File: src/rtl/piso_shift_register.sv
// piso_shift_register
//   Parallel-in serial-out shift register. A WIDTH-bit word is captured through
//   a valid/ready handshake, then streamed one bit per cycle in which the sink
//   asserts shift_en_i. A word may be loaded on the final bit of the current
//   frame, so frames can run back to back with no gap cycle.
//
// Ports
//   clk_i           rising-edge clock
//   rst_i           asynchronous reset, active-high
//   load_valid_i    parallel_in_i holds a word to transmit
//   load_ready_o    block accepts a word this cycle (combinational)
//   parallel_in_i   word to serialise, sampled on load accept
//   shift_en_i      sink consumes the current bit this cycle
//   serial_out_o    current serial bit, 0 when serial_valid_o=0
//   serial_valid_o  serial_out_o carries a frame bit
//   last_o          current bit is the final bit of the frame
//   done_o          one-cycle pulse, the cycle after the final bit is consumed
//
// state | meaning
// ------+----------------------------------------------------------
// IDLE  | no frame in flight, ready for a word
// SHIFT | frame in flight, shreg_q holds the not-yet-consumed bits

module piso_shift_register #(
  parameter int WIDTH     = 4,
  parameter bit MSB_FIRST = 1'b1
) (
  input  logic             clk_i,
  input  logic             rst_i,
  input  logic             load_valid_i,
  output logic             load_ready_o,
  input  logic [WIDTH-1:0] parallel_in_i,
  input  logic             shift_en_i,
  output logic             serial_out_o,
  output logic             serial_valid_o,
  output logic             last_o,
  output logic             done_o
);

  localparam int CW = $clog2(WIDTH);
  localparam logic [CW-1:0] CNT_LAST = CW'(WIDTH - 1);

  typedef enum logic {
    IDLE  = 1'b0,
    SHIFT = 1'b1
  } state_t;

  state_t           state_q, state_d;
  logic [WIDTH-1:0] shreg_q, shreg_d;
  logic [CW-1:0]    cnt_q, cnt_d;
  logic             done_q, done_d;

  logic [WIDTH-1:0] shreg_shifted;
  logic             in_shift;
  logic             last;
  logic             accept;

  assign in_shift = (state_q == SHIFT);
  assign last     = in_shift && (cnt_q == CNT_LAST);

  // Ready is gated by reset so that nothing can be accepted while the block
  // is held in reset, even though the state register already reads IDLE.
  assign load_ready_o = ~rst_i & ((state_q == IDLE) | (last & shift_en_i));
  assign accept       = load_valid_i & load_ready_o;

  // Shift toward the output end, zero-filling the vacated position.
  assign shreg_shifted = MSB_FIRST ? {shreg_q[WIDTH-2:0], 1'b0}
                                   : {1'b0, shreg_q[WIDTH-1:1]};

  assign serial_valid_o = in_shift;
  assign serial_out_o   = in_shift & (MSB_FIRST ? shreg_q[WIDTH-1] : shreg_q[0]);
  assign last_o         = last;
  assign done_o         = done_q;

  always_ff @(posedge clk_i or posedge rst_i) begin
    if (rst_i) begin
      state_q <= IDLE;
      shreg_q <= '0;
      cnt_q   <= '0;
      done_q  <= 1'b0;
    end else begin
      state_q <= state_d;
      shreg_q <= shreg_d;
      cnt_q   <= cnt_d;
      done_q  <= done_d;
    end
  end

  always_comb begin
    state_d = state_q;
    shreg_d = shreg_q;
    cnt_d   = cnt_q;
    done_d  = 1'b0;
    case (state_q)
      IDLE: begin
        if (accept) begin
          state_d = SHIFT;
          shreg_d = parallel_in_i;
          cnt_d   = '0;
        end
      end
      SHIFT: begin
        if (shift_en_i) begin
          if (last) begin
            done_d = 1'b1;
            if (accept) begin
              // Reload on the final bit: next frame starts without a gap.
              shreg_d = parallel_in_i;
              cnt_d   = '0;
            end else begin
              state_d = IDLE;
              shreg_d = '0;
              cnt_d   = '0;
            end
          end else begin
            shreg_d = shreg_shifted;
            cnt_d   = cnt_q + CW'(1);
          end
        end
      end
      default: begin
        state_d = IDLE;
      end
    endcase
  end

endmodule

File: config.mk
export PLATFORM = sky130hd
export DESIGN_NAME = piso_shift_register
export DESIGN_NICKNAME = d
export VERILOG_FILES = /design/src/rtl/piso_shift_register.sv
export SDC_FILE = /design/constraint.sdc
export NUM_CORES = 1
export LEC_CHECK = 0
export CORE_AREA = 10 10 47 49
export CTS_CLUSTER_SIZE = 28
export DETAILED_ROUTE_END_ITERATION = 8
export DIE_AREA = 0 0 57 59
export SKIP_CTS_REPAIR_TIMING = 1
export SLEW_MARGIN = 20
export SYNTH_ARGS = -nofsm -noshare
export SYNTH_HDL_FRONTEND = slang
export SYNTH_SLANG_ARGS = --single-unit
File: constraint.sdc
create_clock -name clk_i -period 1.4 [get_ports clk_i]
set_input_delay 0.14 -clock clk_i [delete_from_list [all_inputs] [get_ports clk_i]]
set_output_delay 0.14 -clock clk_i [all_outputs]
set_load 0.03 [all_outputs]
[Word level (Yosys, flattened, before mapping)]
Index checks and enable logic that the tools add are counted.
Storage, ports and cells
  register bits: 8
  output and inout bits: 5
  bits of input ports: 8
  word-level logic and storage cells: 33
Operators by class
  muxes and demuxes: 16
  $add $sub $neg: 1
  reductions and logical operators: 2
  bitwise logic cells: 7
  eq/ne operators: 3
Operators by type and width (count)
  $mux W4: 4
  $pmux W4 S2: 1
  $mux W1: 6
  $mux W2: 3
  $and A1 B1 Y1: 4
  $ne A2 B2 Y1 const B: 2
  $pmux W2 S2: 1
  $add A2 B1 Y2 const B: 1
  $eq A2 B2 Y1 const B: 1
  $not A1 Y1: 2
  $pmux W1 S2: 1
  $reduce_and A2 Y1: 1
  $logic_and A1 B1 Y1: 1
  $or A1 B1 Y1: 1

[Logic depth before layout (Yosys ltp)]
  depth in word-level cells: 10
  depth in mapped cells: 4

[Worst setup path before layout]
No wires, ideal clock.
  path type: register to output
  from: reg state_q (netlist: serial_valid_o)
  to: out load_ready_o
  path slack: 38 ps
  cell stages (with the launch flop): 3
  arrival: 1222 ps
  path through: dfrtp_1 > clkbuf_1 > a21oi_1
On the way
  word-level cells in the longest chain between the ends: 4
  elaborated cells between the ends (all ways): 5
  those cells by class: 4 x bitwise; 1 x reduce/logical
Ends and longest elaborated chain
  from (decl): RTL line 48  | state_t state_q, state_d;
  from (signal assigned): RTL line 82  | state_q <= state_d;
  $logic_and A1 B1 Y1: RTL line 59  | assign last = in_shift && (cnt_q == CNT_LAST);
  $and A1 B1 Y1: RTL line 63  | assign load_ready_o = ~rst_i & ((state_q == IDLE) | (last & shift_en_i));
  $or A1 B1 Y1 (*): RTL line 63
  $and A1 B1 Y1 (*): RTL line 63
  to (decl): RTL line 31  | output logic load_ready_o,
Every way passes the cells marked *; elsewhere a longest branch is shown, timed or not.

[Worst setup path in the final report]
  from: reg cnt_q[0]
  to: out last_o
On the way
  word-level cells in the longest chain between the ends: 2
Ends and longest elaborated chain
  from (decl): RTL line 50  | logic [CW-1:0] cnt_q, cnt_d;
  from (signal assigned): RTL line 84  | cnt_q <= cnt_d;
  $eq A2 B2 Y1: RTL line 59
  $logic_and A1 B1 Y1: RTL line 59
  to (decl): RTL line 36  | output logic last_o,
No other way between the ends.

==> flow_summary.yaml <==
pwr:
  p_leak_nw: 0.307
  vdd_drop_max_mv: 1.01
  cellPowerDensity_nw_per_um2: 2040
logic_synthesis:
  synth_top_cells_by_count: "8 x dfrtp_1, 3 x a21boi_0, 3 x a21oi_1, 3 x o22a_1"
  syn_area_um2: 434
  synthMuxAreaShare_pct: 0
  synth_ff_type: "dfrtp_1"
  synth_seq_area_share_pct: 46.1
  ys_seq_elements: 8
  synthSimpleGateAreaFrac_pct: 19.9
  synth_compound_area_share_pct: 26.8
  synth.largest_area_cell: "dfrtp_1"
  yosysWarnings: 0
  synth.area.top_cells: "dfrtp_1 46%, o22a_1 6.1%, a21boi_0 5.2%"
  post_synth.cell_area_avg_um2: 10.9
  async_reset_ff_share_pct: 100
  synthAdderAreaFrac_pct: 2.88
  synth_edf_count: 0
  syn_nets: 49
  netlist_instances: 40
  synth-xor-area-share_pct: 0
  yosysMostFrequentCell: "dfrtp_1"
  netlist.area_leader.share_pct: 46.1
  synth_top_family_by_area: "compound AO/OA/AOI/OAI gates"
  synthDistinctLibCells: 22
sta:
  fin_skew_ns: 0.00949
  fmax_mhz: 752
  rsz0062_at_grt: "true"
  timing.final.crit_period_ns: 1.33
  fin_crit_sh_pct: 95.0
  slew_headroom_pct: 78.5
  hold_violations: 0
  setup_violations: 0
  layout_setup_ws_ns: 0.0704
  maxSlewViolCount: 0
  tightest_slew_ns: 0.322
route:
  dr_total_vias: 370
  dr.pass1.iters: 3
  ant_nets: 0
  drc: 0
  drt-wirelength-per-cell_um: 13.7
  initialDrtViolationCount: 5
  totalWireLength_um: 1040
  vias_per_cell: 4.87
clocking:
  tritoncts: "done"
  htree_levels: 1
  clkSinkCount: 8
  cts.reportedPaths.clkPinSlew_ns: 0.06
  clockRootBuffer: "clkbuf_4"
  clk_path_buf_depth: 2
  cts_buffers: 3
  clock_latency_ns: 0.26
setup_path:
  worst-path-max-fanout: 6
  r2r_start: "cnt_q[0]"
  rr_endpoint: "shreg_q[2]"
  worstSetupStartpointType: "flip-flop"
  worstPathRequired_ns: 1.26
  r2r_cells: 4
  cp-end-kind: "output pin"
  worst-setup-path-type: "reg -> out"
  cp_data_arrival_time_ns: 1.19
  r2r_slack_ns: 0.14
floorplan:
  fp.dieW_um: 57
  core_area_um2: 1400
  std_cell_rows: 14
  die_y_um: 59
  die-area_um2: 3360
  top_level_ports: 13
  initial_core_util_pct: 31.0
cells_and_area:
  drive_gt1_share_pct: 38.3
  final_nets: 71
  syn2layout_area_growth_pct: 50.7
  diodes: 0
  final_cell_count_no_fill: 76
grt:
  grt_pass1_wl_um: 1790
  grt_max_degree: 11
  grt_overflow: 0
  grt_use_total_pct: 6.93
  grt_pass1_vias: 385
  antenna_found_initial: 0
place:
  io_buffers: 12
  dp_cells: 72
  globalplace.congestion: 0.796
  dp_hpwl_um: 814
  dpl_worst_slack_ns: -0.0194
status:
  outcome: "completed"
worst_hold_path:
  hp-class: "in -> async"
flow_run:
  maxCapViolations: 0
## how the worst max path moves through the flow
stage                   start           end  slack (ns)  depth (start not counted)
6_report             cnt_q[0]        last_o        0.07                          3
5_1_grt              cnt_q[0]  load_ready_o       -0.01                          4
4_1_cts              cnt_q[0]  load_ready_o       -0.15                          4
3_5_place_dp     load_valid_i    shreg_q[2]       -0.02                          5
3_3_place_gp            rst_i    shreg_q[2]       -0.02                          5
2_1_floorplan  serial_valid_o  load_ready_o        0.04                          2
## layer usage
layer,routed length (um),vias up,GRT usage (%)
met5,0,-,0
met4,12,0,3.02
met3,97,2,5.15
met2,454,12,8.84
met1,479,165,8.37
li1,-,191,-
## flip-flops by register name (all words and copies together), names as in the netlist
register,count
shreg_q,4
cnt_q,2
done_o,1
serial_valid_o,1
## report_power, final
group	internal, W	leakage (nW)	total, W	switching (W)
registers	0.000336	0.0956	0.000411	0.0000744
clock network	0.0000981	0.0138	0.000178	0.0000796
logic	0.000388	0.198	0.000749	0.000360
## worst max-delay path, cell delays in order (launching register included)
cell     delay (ns)
dfrtp_1        0.41
ha_4           0.20
and2_1         0.16
buf_4          0.16
## final cells by class
cell class	instances	area, um2
fill	146	747
sequential	8	200
multi-input combinational	29	239
inverter	1	3.75
clock buffer	3	22.5
timing repair buffer	19	169
tap	16	20.0
## cell usage in the layout, fill, tap and decap left out, types with 2 or more instances in the layout
cell type        Yosys  final
a21oi_1              3      2
dfrtp_1              8      8
clkdlybuf4s50_1      0      7
buf_4                0     10
a22o_1               2      2
nand2b_1             2      2
and2_1               2      2
o22a_1               3      3
nor2_1               2      2
a21boi_0             3      3
clkbuf_4             0      3
## through the flow
step / total power (W) / setup TNS [ns] / cell area, um2 / util [%] / hold slack (ns)
finish: 0.00134 / 0 / 654 / 46.7 / 0.373
global route: 0.00146 / -0.0123 / 654 / 46.7 / 0.412
CTS: 0.00128 / -0.206 / 617 / 44.0 / 0.373
detailed placement: 0.00109 / -0.0438 / 594 / 42.4 / 0.490
global placement: 0.00109 / -0.0459 / 594 / 42.4 / 0.494
floorplan: 0.000875 / 0 / 434 / - / -0.0361
## logic make-up (layout without fill, tap and decap cells)
logic type,count (synthesis),after routing
DFF,8,8
adders and majority gates,1,1
and+or+nand+nor,13,13
AOI/OAI and AO/OA,15,15
buffers and inverters,3,23
Note: power is estimated with default switching activity, not from simulation.
